`src/rtl/booth_r4_mult_if.sv`:
```
// Request/acknowledge bundle for the radix-4 Booth multiplier.
// The requester drives the operands and BREQ; the multiplier returns the product and status.
interface booth_r4_mult_if #(
  parameter int unsigned W = 24
) ();

  logic           BREQ;
  logic           BSIGNED;
  logic [W-1:0]   m1;
  logic [W-1:0]   m2;
  logic [2*W-1:0] res;
  logic           BACK;
  logic           BBUSY;

  modport master (
    output BREQ, BSIGNED, m1, m2,
    input  res, BACK, BBUSY
  );

  modport slave (
    input  BREQ, BSIGNED, m1, m2,
    output res, BACK, BBUSY
  );

endinterface

```
`src/rtl/booth_r4_mult.sv`:
```
// Radix-4 Booth multiplier, signed or unsigned W-bit operands, two multiplier bits per cycle.
// Operands are widened to an even width E so that unsigned values stay positive under the
// signed Booth recoding; the product is the low 2W bits of {A,Q} after E/2 iterations.
module booth_r4_mult #(
  parameter int unsigned W = 24
) (
  input logic            CLK,
  input logic            RSTK,
  booth_r4_mult_if.slave bus
);

  localparam int unsigned E  = (W % 2 == 0) ? W + 2 : W + 3;
  localparam int unsigned N  = E / 2;
  localparam int unsigned CW = $clog2(N + 1);
  localparam logic [CW-1:0] LastCnt = CW'(N - 1);

  typedef enum logic [1:0] {StIdle, StCompute, StDone} state_e;

  state_e         state_q, state_d;
  logic [E+1:0]   m_q, m_d;
  logic [E+1:0]   a_q, a_d;
  logic [E-1:0]   q_q, q_d;
  logic           q1_q, q1_d;
  logic [CW-1:0]  cnt_q, cnt_d;
  logic [2*W-1:0] res_q, res_d;

  logic           sgn1, sgn2;
  logic [E+1:0]   m_ld;
  logic [E-1:0]   q_ld;
  logic [E+1:0]   x_sel;
  logic           neg;
  logic [E+1:0]   sum;
  logic [E+1:0]   a_sh;
  logic [E-1:0]   q_sh;
  logic [2*W-1:0] res_nxt;

  // Operand extension, Booth digit decode, add/subtract and the 2-bit arithmetic shift.
  always_comb begin
    sgn1  = bus.BSIGNED & bus.m1[W-1];
    sgn2  = bus.BSIGNED & bus.m2[W-1];
    m_ld  = {{(E + 2 - W){sgn1}}, bus.m1};
    q_ld  = {{(E - W){sgn2}}, bus.m2};
    x_sel = '0;
    neg   = 1'b0;
    unique case ({q_q[1:0], q1_q})
      3'b001, 3'b010: x_sel = m_q;
      3'b011:         x_sel = {m_q[E:0], 1'b0};
      3'b100: begin
        x_sel = {m_q[E:0], 1'b0};
        neg   = 1'b1;
      end
      3'b101, 3'b110: begin
        x_sel = m_q;
        neg   = 1'b1;
      end
      default:        x_sel = '0;
    endcase
    // Subtraction as A + ~X + 1; the carry out of E+2 bits is dropped.
    sum     = a_q + (neg ? ~x_sel : x_sel) + {{(E + 1){1'b0}}, neg};
    a_sh    = {{2{sum[E+1]}}, sum[E+1:2]};
    q_sh    = {sum[1:0], q_q[E-1:2]};
    res_nxt = (2 * W)'({a_sh, q_sh});
  end

  // Next-state and register updates for the IDLE/COMPUTE/DONE sequence.
  always_comb begin
    state_d = state_q;
    m_d     = m_q;
    a_d     = a_q;
    q_d     = q_q;
    q1_d    = q1_q;
    cnt_d   = cnt_q;
    res_d   = res_q;
    unique case (state_q)
      StIdle: begin
        if (bus.BREQ) begin
          m_d     = m_ld;
          a_d     = '0;
          q_d     = q_ld;
          q1_d    = 1'b0;
          cnt_d   = '0;
          state_d = StCompute;
        end
      end
      StCompute: begin
        a_d   = a_sh;
        q_d   = q_sh;
        q1_d  = q_q[1];
        cnt_d = cnt_q + CW'(1);
        if (cnt_q == LastCnt) begin
          res_d   = res_nxt;
          state_d = StDone;
        end
      end
      StDone:  state_d = StIdle;
      default: state_d = StIdle;
    endcase
  end

  // State register; reset aborts any operation and clears the held result.
  always_ff @(posedge CLK or posedge RSTK) begin
    if (RSTK) begin
      state_q <= StIdle;
      m_q     <= '0;
      a_q     <= '0;
      q_q     <= '0;
      q1_q    <= 1'b0;
      cnt_q   <= '0;
      res_q   <= '0;
    end else begin
      state_q <= state_d;
      m_q     <= m_d;
      a_q     <= a_d;
      q_q     <= q_d;
      q1_q    <= q1_d;
      cnt_q   <= cnt_d;
      res_q   <= res_d;
    end
  end

  assign bus.res   = res_q;
  assign bus.BACK  = (state_q == StDone);
  assign bus.BBUSY = (state_q != StIdle);

endmodule
```
`src/flat_wrapper.sv`:
```
// flat-port wrapper written by rule: the top's interface ports become plain ports
module booth_r4_mult_flat 
#(
  parameter int unsigned W = 24
)
  (CLK, RSTK, bus_BREQ, bus_BSIGNED, bus_m1, bus_m2, bus_res, bus_BACK, bus_BBUSY);
  booth_r4_mult_if #(.W(W)) bus_i ();
  input logic CLK;
  input logic RSTK;
  input wire logic [$bits(bus_i.BREQ)-1:0] bus_BREQ;
  input wire logic [$bits(bus_i.BSIGNED)-1:0] bus_BSIGNED;
  input wire logic [$bits(bus_i.m1)-1:0] bus_m1;
  input wire logic [$bits(bus_i.m2)-1:0] bus_m2;
  output wire logic [$bits(bus_i.res)-1:0] bus_res;
  output wire logic [$bits(bus_i.BACK)-1:0] bus_BACK;
  output wire logic [$bits(bus_i.BBUSY)-1:0] bus_BBUSY;
  assign bus_i.BREQ = bus_BREQ;
  assign bus_i.BSIGNED = bus_BSIGNED;
  assign bus_i.m1 = bus_m1;
  assign bus_i.m2 = bus_m2;
  assign bus_res = bus_i.res;
  assign bus_BACK = bus_i.BACK;
  assign bus_BBUSY = bus_i.BBUSY;
  booth_r4_mult #(.W(W)) u_core (.CLK(CLK), .RSTK(RSTK), .bus(bus_i));
endmodule
```
`config.mk`:
```
export PLATFORM = sky130hd
export DESIGN_NAME = booth_r4_mult_flat
export DESIGN_NICKNAME = d
export VERILOG_FILES = /design/src/rtl/booth_r4_mult_if.sv /design/src/rtl/booth_r4_mult.sv /design/src/flat_wrapper.sv
export SDC_FILE = /design/constraint.sdc
export NUM_CORES = 1
export LEC_CHECK = 0
export ABC_CLOCK_PERIOD_IN_PS = 5400
export BUFFER_PORTS_ARGS = -buffer_cell sky130_fd_sc_hd__buf_4
export CELL_PAD_IN_SITES_DETAIL_PLACEMENT = 0
export CELL_PAD_IN_SITES_GLOBAL_PLACEMENT = 1
export CORE_ASPECT_RATIO = 1.2
export CORE_MARGIN = 8
export CORE_UTILIZATION = 40
export CTS_CLUSTER_SIZE = 8
export DETAILED_ROUTE_END_ITERATION = 12
export PLACE_DENSITY_LB_ADDON = 0.1
export SETUP_SLACK_MARGIN = 0.4
export SLEW_MARGIN = 20
export SYNTH_ARGS = -nofsm -noshare
export SYNTH_HDL_FRONTEND = slang
export SYNTH_SLANG_ARGS = --single-unit
```
`constraint.sdc`:
```
create_clock -name CLK -period 5.4 [get_ports CLK]
set_clock_uncertainty 0.15 [all_clocks]
set_input_delay 1.62 -clock CLK [delete_from_list [all_inputs] [get_ports CLK]]
set_output_delay 1.62 -clock CLK [all_outputs]
set_load 0.005 [all_outputs]
```
Word level (Yosys, flattened, before mapping)
Index checks and enable logic that the tools add are counted.

$add $sub $neg: 3. Equality and inequality tests: 11. Multiplexer cells: 14. Bitwise operators: 3. Reduce and logical (&&, ||, !) cells: 10.

Operator list (number): case mux 28 bit (2 select lines) (2); 2-to-1 mux 28 bit (2); case mux 26 bit (2 select lines) (1); adder 28 x 1 -> 28 bit (1); adder 28 bit (1); NOT 28 bit (1); 2-to-1 mux 26 bit (1); == test 3 bit, second input constant (3); case mux 4 bit (2 select lines) (1); AND reduction 2 bit (4); == test 3 x 2 -> 1 bit, second input constant (2); adder 4 x 1 -> 4 bit, second input constant (1); == test 4 bit, second input constant (1); 2-to-1 mux 2 bit (2); 2-to-1 mux 4 bit (1); case mux 2 bit (2 select lines) (1); nonzero test 2 bit (2); OR reduction 4 bit (1); == test 3 x 1 -> 1 bit, second input constant (1); OR reduction 3 bit (1); AND 1 bit (2); == test 2 x 1 -> 1 bit, second input constant (1); == test 2 bit, second input constant (1); logical NOT 2 bit (1); 5 further kinds (6).

Register bits: 134. Input port bits: 52. Output and inout port bits: 50. Word-level logic and storage cells: 48.

Depth between registers and ports, before layout
Gate-level depths: netlist (run 1).

Depth in word-level cells: 8. Gate-level depth with buffers: 15. Depth with buffers taken out: 14.

Least setup slack after synthesis (run 1)
No wires, ideal clock.

Path kind: reg2reg. Start: reg u_core.q1_q. End: reg u_core.res_q[38] (netlist: u_core.bus.res[38]). Data arrival time: 3.211 ns. Required time: 5.125 ns. Setup slack: 1.914 ns. Stages on the path, launching flop included: 15. Clock period less this slack: 3.486 ns. Cells stage by stage: dfrtp_1 -> inv_1 -> ha_1 -> o31a_1 -> buf_2 -> buf_1 -> xnor2_1 -> ha_1 -> a21o_1 -> a311oi_1 -> nor2_1 -> a211oi_2 -> a21oi_1 -> xor2_1 -> mux2_2.

Longest elaborated chain between the ends: 7. Elaborated cells on any way between the ends: 15.

RTL lines: from (decl) (RTL line booth_r4_mult.sv:23) `logic q1_q, q1_d;`; from (signal assigned) (RTL line booth_r4_mult.sv:115) `q1_q <= q1_d;`; == test 3 x 1 -> 1 bit, or another cell as far along (RTL line booth_r4_mult.sv:45) `unique case ({q_q[1:0], q1_q})`; OR reduction 4 bit (no line) or OR reduction 2 bit (tied branches); case mux 28 bit (2 select lines) (RTL line booth_r4_mult.sv:45); NOT 28 bit (RTL line booth_r4_mult.sv:59) `sum = a_q + (neg ? ~x_sel : x_sel) + {{(E + 1){1'b0}}, neg};`; 2-to-1 mux 28 bit (RTL line booth_r4_mult.sv:59); adder 28 bit (RTL line booth_r4_mult.sv:59); adder 28 x 1 -> 28 bit (*) (RTL line booth_r4_mult.sv:59); to (signal assigned) (RTL line booth_r4_mult.sv:117) `res_q <= res_d;`; to (decl) (RTL line booth_r4_mult.sv:25) `logic [2*W-1:0] res_q, res_d;`.

Every way passes the cells marked *; elsewhere a longest branch is shown, timed or not. A chain may end at the register's enable or synchronous reset.

Worst setup path after layout (run 1)
Start: reg u_core.q1_q. End: reg u_core.a_q[24].

Longest elaborated chain between the ends: 8. Elaborated cells on any way between the ends: 16.

RTL lines: == test 3 x 1 -> 1 bit, or another cell as far along (RTL line booth_r4_mult.sv:45); OR reduction 4 bit (no line) or OR reduction 2 bit (tied branches); case mux 28 bit (2 select lines) (RTL line booth_r4_mult.sv:45); NOT 28 bit (RTL line booth_r4_mult.sv:59); 2-to-1 mux 28 bit (RTL line booth_r4_mult.sv:59); adder 28 bit (RTL line booth_r4_mult.sv:59); adder 28 x 1 -> 28 bit (*) (RTL line booth_r4_mult.sv:59); case mux 28 bit (2 select lines) (*) (RTL line booth_r4_mult.sv:74) `unique case (state_q)`; to (signal assigned) (RTL line booth_r4_mult.sv:105) `a_q <= '0;`; to (signal assigned) (RTL line booth_r4_mult.sv:113) `a_q <= a_d;`; to (decl) (RTL line booth_r4_mult.sv:21) `logic [E+1:0] a_q, a_d;`.

Marked as above.

==> impl_metrics.ini, run 1 <==
[sta]
max_freq_mhz = 249.5
hold_violations = 0
slew_headroom = 0.4447
fin_crit_ns = 4.008
fin_crit_sh = 0.7423
tightest_slew_ns = 0.8329
drv_slew = 0
rsz0062_at_grt = no
setup_viol = 0
setup_tns_ns = 0

[placement]
io_buffers = 101
dp_hpwl_um = 13630
gp_congestion = 0.8385

[global_routing]
antenna_found_initial = 0
grt_max_degree = 133
grt_pass1_wl_um = 31780
grt_pass1_vias = 6197
overflow = 0
grt_util_all_layers = 0.1743

[critical_path]
critPathCaptureType = register
cp_data_arrival_time_ns = 4.16
cp_max_fo = 26
required_ns = 5.55
startpoint_type = register
crit_type = register to register
slowest_delay_ns = 0.84
path_cells = inv_1, ha_1, nand2_2, mux2i_2, inv_1, fa_1, nor2b_4, o2111ai_4, nand3_1, a31oi_2, o31ai_1, a211oi_1, a211o_1
slowest_stage = ha_1
path_common_cell = inv_1

[floorplan]
core-area_um2 = 17970
dieHeight_um = 163.2
io_pins = 102
die-area_um2 = 22640
start_util = 0.4021
chipWidth_um = 138.7
rows = 54

[synth]
syn_avg_cell_area_um2 = 8.813
synth_flop_cell = dfrtp_1
synth-edff-count = 0
synth.ff_latch_count = 132
synth_warnings = 0
syn_inst = 820
synth_area_um2 = 7227
synth.distinct_cells = 65
synth_fp_nets = 905
yosysSeqAreaShare = 0.4571
async_flop_share = 1.000

[clocking]
clock_path_buffers = 2
cts_setup_buffers = 0
holdBufCountCts = 0
worstSkewPairLatency_ns = 0.42
cts_resized = 0
cts_tree = built
ctsHtreeMaxLevel = 4
cts_buffers = 17
cts.sinks = 132
cts_root_buffer = clkbuf_16
path_clk_slew_ns = 0.06

[layout]
final_core_util = 0.4884
drive_gt1_frac = 0.1873
area_growth_pct = 21.45
fillers = 1758
fin_nets = 986
antenna_cells = 0

[drt]
drtIter0Drc = 394
first_pass_iters = 5
antenna_left = 0
drt-wirelength-per-cell_um = 17.00
drc = 0
viasPerCell = 5.334
vias = 6065
drt_wl_total_um = 19320

[run_status]
outcome = complete, no violations

[job]
max_cap_violations = 0

[min_path]
hold_class = register to register
-- synthesized netlist by cell type (all sizes together), types with 2 or more instances --
| library cell | instances | area share |
|---|---|---|
| o31ai | 4 | 0.0042 |
| o22ai | 16 | 0.014 |
| and3 | 3 | 0.0026 |
| nor3 | 5 | 0.0035 |
| o21ai | 64 | 0.044 |
| nand4 | 5 | 0.0043 |
| nand2 | 221 | 0.12 |
| xnor2 | 35 | 0.042 |
| nand4b | 4 | 0.0048 |
| nand3 | 34 | 0.024 |
| xor2 | 11 | 0.013 |
| nor4 | 4 | 0.0055 |
| nand3b | 2 | 0.0038 |
| a211o | 2 | 0.0024 |
| and2 | 2 | 0.0017 |
| or3 | 2 | 0.0017 |
| nor2b | 4 | 0.0045 |
| a211oi | 6 | 0.0076 |
| a21oi | 32 | 0.025 |
| a22oi | 33 | 0.034 |
| o21a | 2 | 0.0021 |
| o311ai | 3 | 0.0036 |
| buf | 15 | 0.011 |
| mux2i | 2 | 0.0033 |
| a21o | 7 | 0.0073 |
| dfrtp | 132 | 0.46 |
| or2 | 2 | 0.0017 |
| clkbuf | 34 | 0.018 |
| nor2 | 54 | 0.028 |
| mux2 | 2 | 0.0031 |
| inv | 15 | 0.0078 |
| nand2b | 3 | 0.0026 |
| ha | 32 | 0.055 |
| a221o | 2 | 0.0028 |
| o211ai | 3 | 0.0031 |
| a31oi | 7 | 0.0099 |
| a311oi | 2 | 0.0024 |
-- path summary, 6_finish.rpt --
| check | start | endpoint | slack (ns) | cells after the start |
|---|---|---|---|---|
| min | u_core.bus.res[15]$_DFFE_PP0P_ | u_core.bus.res[15]$_DFFE_PP0P_ | 0.32 | 2 |
| max in group asynchronous | RSTK | u_core.bus.res[25]$_DFFE_PP0P_ | 3.26 | 3 |
| min reg2reg | u_core.bus.res[15]$_DFFE_PP0P_ | u_core.bus.res[15]$_DFFE_PP0P_ | 0.32 | 2 |
| max | u_core.q1_q$_DFFE_PP0P_ | u_core.a_q[24]$_DFFE_PP0P_ | 1.39 | 13 |
| min in group asynchronous | RSTK | u_core.q_q[5]$_DFFE_PP0P_ | 1.19 | 3 |
| max reg2reg | u_core.q1_q$_DFFE_PP0P_ | u_core.a_q[24]$_DFFE_PP0P_ | 1.39 | 13 |
-- worst max-delay path: cells and delay by family, from the launching register on --
family          cells  cell delay (ns)
simple gates        3             0.51
flops               1             0.38
mux                 1             0.40
compound gates      5             0.96
fa+ha+maj           2             1.28
buf+inv             2             0.20
-- layer usage --
| metal | vias to the layer above | track usage | share of wire |
|---|---|---|---|
| li1 | 3011 | - | - |
| met5 | - | 0 | 0 |
| met1 | 2884 | 0.2245 | 0.47 |
| met4 | 0 | 0.06297 | 0.016 |
| met3 | 21 | 0.03363 | 0.045 |
| met2 | 149 | 0.2878 | 0.47 |
-- state kept, by name (all words and copies together), names as in the netlist --
register	cells
u_core.cnt_q	4
u_core.state_q	2
u_core.bus.res	48
u_core.a_q	26
u_core.m_q	25
u_core.q1_q	1
u_core.q_q	26
-- kinds of logic after synthesis --
logic type                 Yosys count  synth area share
muxes                                4          0.006405
xor gates and xnor gates            46           0.05575
AOI/OAI and AO/OA                  193            0.1780
and+or+nand+nor                    348            0.2086
DFF                                132            0.4571
buffers and inverters               64           0.03601
adders and majority gates           33           0.05817
-- layout make-up --
class / instances / area (um^2) / area share
Clock buffer: 20 / 466.7 / 0.05317
Timing Repair Buffer: 111 / 845.8 / 0.09636
Clock inverter: 11 / 150.1 / 0.01711
Tap cell: 224 / 280.3 / 0.03193
Inverter: 15 / 60.06 / 0.006842
Sequential cell: 132 / 3303 / 0.3763
Multi-Input combinational cell: 624 / 3671 / 0.4182
-- placed cells by master (no fill, tap or decap), types with 3 or more instances in the layout --
| cell | synthesis | layout |
|---|---|---|
| clkbuf_8 | 0 | 3 |
| nor2_1 | 53 | 53 |
| nand2_2 | 3 | 4 |
| o21ai_1 | 10 | 10 |
| o21ai_0 | 54 | 54 |
| o22ai_1 | 16 | 16 |
| nand3_1 | 34 | 34 |
| a21oi_2 | 5 | 5 |
| buf_4 | 0 | 110 |
| nand4_1 | 5 | 5 |
| and3_1 | 3 | 3 |
| ha_1 | 32 | 32 |
| nor3_1 | 5 | 5 |
| bufinv_16 | 0 | 3 |
| a31oi_1 | 4 | 4 |
| o211ai_1 | 3 | 3 |
| nand4b_1 | 4 | 4 |
| inv_1 | 15 | 14 |
| o31ai_1 | 4 | 4 |
| xor2_1 | 11 | 11 |
| xnor2_1 | 35 | 35 |
| dfrtp_1 | 132 | 132 |
| a21o_1 | 7 | 7 |
| a211oi_1 | 4 | 4 |
| nand2_1 | 218 | 217 |
| clkinvlp_4 | 0 | 3 |
| a22oi_1 | 33 | 33 |
| a21oi_1 | 27 | 27 |
| clkbuf_16 | 0 | 17 |
| nor4_1 | 3 | 3 |
-- per-stage QoR --
step / instances / worst slack [ns] / hold slack, ns / area, um^2
after global placement: 1106 / 1.519 / 0.3089 / 8160
final: 1137 / 1.392 / 0.3215 / 8777
after detailed placement: 1106 / 1.375 / 0.3146 / 8160
after floorplan: 820 / 1.914 / 0.3048 / 7231
after CTS: 1137 / 1.357 / 0.3286 / 8777
after global routing: 1137 / 1.081 / 0.3469 / 8777
Power of run 1 is left out: the tool's default activity adds up to more than one toggle a clock period on the data nets, which glitch-free logic cannot reach.
==> run 2: changes to the inputs <==
--- a/config.mk
+++ b/config.mk
@@ -5,13 +5,13 @@
 export SDC_FILE = /design/constraint.sdc
 export NUM_CORES = 1
 export LEC_CHECK = 0
-export ABC_CLOCK_PERIOD_IN_PS = 5400
+export ABC_CLOCK_PERIOD_IN_PS = 3700
 export BUFFER_PORTS_ARGS = -buffer_cell sky130_fd_sc_hd__buf_4
 export CELL_PAD_IN_SITES_DETAIL_PLACEMENT = 0
 export CELL_PAD_IN_SITES_GLOBAL_PLACEMENT = 1
 export CORE_ASPECT_RATIO = 1.2
 export CORE_MARGIN = 8
-export CORE_UTILIZATION = 40
+export CORE_UTILIZATION = 44
 export CTS_CLUSTER_SIZE = 8
 export DETAILED_ROUTE_END_ITERATION = 12
 export PLACE_DENSITY_LB_ADDON = 0.1
==> constraint.sdc (replaced) <==
create_clock -name CLK -period 3.7 [get_ports CLK]
set_clock_uncertainty 0.15 [all_clocks]
set_input_delay 1.11 -clock CLK [delete_from_list [all_inputs] [get_ports CLK]]
set_output_delay 1.11 -clock CLK [all_outputs]
set_load 0.005 [all_outputs]
==> run 2 against run 1 <==
Effect of this change:
- sequential share of layout area decreased by 4.6 points
- critical endpoint is now u_core.bus.res[38]$_DFFE_PP0P_
- count of clock-buffer cells in the layout decreased by 3
- critical path type unchanged
- critical path depth increased by 1
- worst setup slack got worse by 1.2 ns
- design area increased by 14%
- largest cell class unchanged
==> impl_metrics.ini, run 2 (synthesis gave the netlist of run 1 again) <==
[global_routing]
grt_max_degree = 133
grt_pass1_vias = 6503
grt_pass1_wl_um = 33840
antenna_found_initial = 0
grt_util_all_layers = 0.2025
overflow = 0

[floorplan]
start_util = 0.4476
rows = 51
die-area_um2 = 20800
chipWidth_um = 133.0
core-area_um2 = 16140
dieHeight_um = 156.4
io_pins = 102

[drt]
viasPerCell = 5.459
antenna_left = 0
highest_layer = met4
wl_met1_um = 9406
drt_wl_total_um = 21740
drtIter0Drc = 520
drc = 0
wl_met2_um = 10610
routed-wl-met3_um = 1207
first_pass_iters = 5
vias = 6469
drt-wirelength-per-cell_um = 18.35

[critical_path]
cp_max_fo = 7
startpoint_type = register
critPathCaptureType = register
cp_data_arrival_time_ns = 3.63
required_ns = 3.85
crit_type = register to register
ff2ff_path_depth = 14

[sta]
hold_violations = 0
hold_slack_ns = 0.3226
rsz0062_at_grt = yes
max_freq_mhz = 287.6
slew_headroom = 0.3992
drv_slew = 0
fin_crit_ns = 3.477
tightest_slew_ns = 0.8971
fin_crit_sh = 0.9397
setup_tns_ns = 0
setup_viol = 0

[min_path]
hold_class = register to register
hold_path_depth = 2

[job]
max_cap_violations = 0

[layout]
fin_nets = 1047
largest_register_ff_count = 48
register_area_um2 = 3303
fillers = 1372
area_growth_pct = 38.28
multi_input_area_um2 = 4409
antenna_cells = 0
drive_gt1_frac = 0.3237
mostFrequentLayoutCells = nand2_1, buf_4, dfrtp_1, nor2_1, o21ai_0
final_cells = 1185
final_common_cell = nand2_1

[clocking]
clock_path_buffers = 2
holdBufCountCts = 0
cts.sinks = 132
path_clk_slew_ns = 0.06
worstSkewPairLatency_ns = 0.42
cts_buffers = 17
cts_root_buffer = clkbuf_16
cts_tree = built
ctsHtreeMaxLevel = 4

[placement]
io_buffers = 101
gp_congestion = 0.9187
dp.cells = 1106
dp_hpwl_um = 14000

[run_status]
outcome = complete, no violations
==> run 2: changes by cell type in the layout (fill, tap and decap cells not counted), moves of 9 or more <==
cell	previous run	this run
buf_4	110	155
xnor2_1	35	14
ha_1	32	12
o21ai_0	54	41
ha_4	0	12
buf_6	0	11
xnor2_2	0	11
xnor2_4	0	10
o21ai_1	10	19
==> run 2: worst paths after layout <==
kind	startpoint	end	slack, ns
worst min register to register	u_core.bus.res[15]$_DFFE_PP0P_	u_core.bus.res[15]$_DFFE_PP0P_	0.32
worst max register to register	u_core.q1_q$_DFFE_PP0P_	u_core.bus.res[38]$_DFFE_PP0P_	0.22
min in group asynchronous	RSTK	u_core.bus.res[17]$_DFFE_PP0P_	0.73
worst max-delay path	u_core.q1_q$_DFFE_PP0P_	u_core.bus.res[38]$_DFFE_PP0P_	0.22
worst min-delay path	u_core.bus.res[15]$_DFFE_PP0P_	u_core.bus.res[15]$_DFFE_PP0P_	0.32
max in group asynchronous	RSTK	u_core.m_q[12]$_DFFE_PP0P_	2.09
==> run 2: critical path: stages (launching register included) <==
cell and delay [ns]:
dfrtp_1 0.41, inv_2 0.08, ha_4 0.18, mux2_4 0.32, a22oi_2 0.29, xnor2_4 0.18, ha_4 0.25, nor2b_4 0.14
o2111ai_4 0.23, nand3b_4 0.15, buf_4 0.16, a211oi_2 0.25, a21oi_1 0.13, xor2_1 0.17, mux2_2 0.27
==> run 2: metrics by stage <==
step | util | area, um^2 | setup WS (ns)
global placement | 0.5117 | 8262 | 0.1090
floorplan | - | 7269 | 0.4100
finish | 0.6190 | 9993 | 0.2232
CTS | 0.5858 | 9457 | 0.3228
global route | 0.6190 | 9993 | 0.07235
detailed placement | 0.5117 | 8262 | 0.1124
==> run 2: repair_timing <==
| action | CTS | global route |
|---|---|---|
| gates resized for setup | 65 | 77 |
| endpoints found under the setup margin | 33 | 35 |
| setup buffers | 33 | 14 |
| gates cloned | 2 | 0 |
| pin swaps | 34 | 50 |
==> run 2: routing by layer <==
layer	GRT usage	vias up
li1	-	3115
met1	0.2518	3102
met2	0.3358	204
met3	0.04747	48
met4	0.07476	0
met5	0	-
==> run 2: layout make-up <==
cell class | count | share of cell area
tap | 212 | 0.02654
clock inverter | 13 | 0.01352
multi-input combinational | 625 | 0.4412
timing repair buffer | 171 | 0.1396
inverter | 15 | 0.006010
sequential | 132 | 0.3305
clock buffer | 17 | 0.04257
Power of run 2 is left out for the same reason.
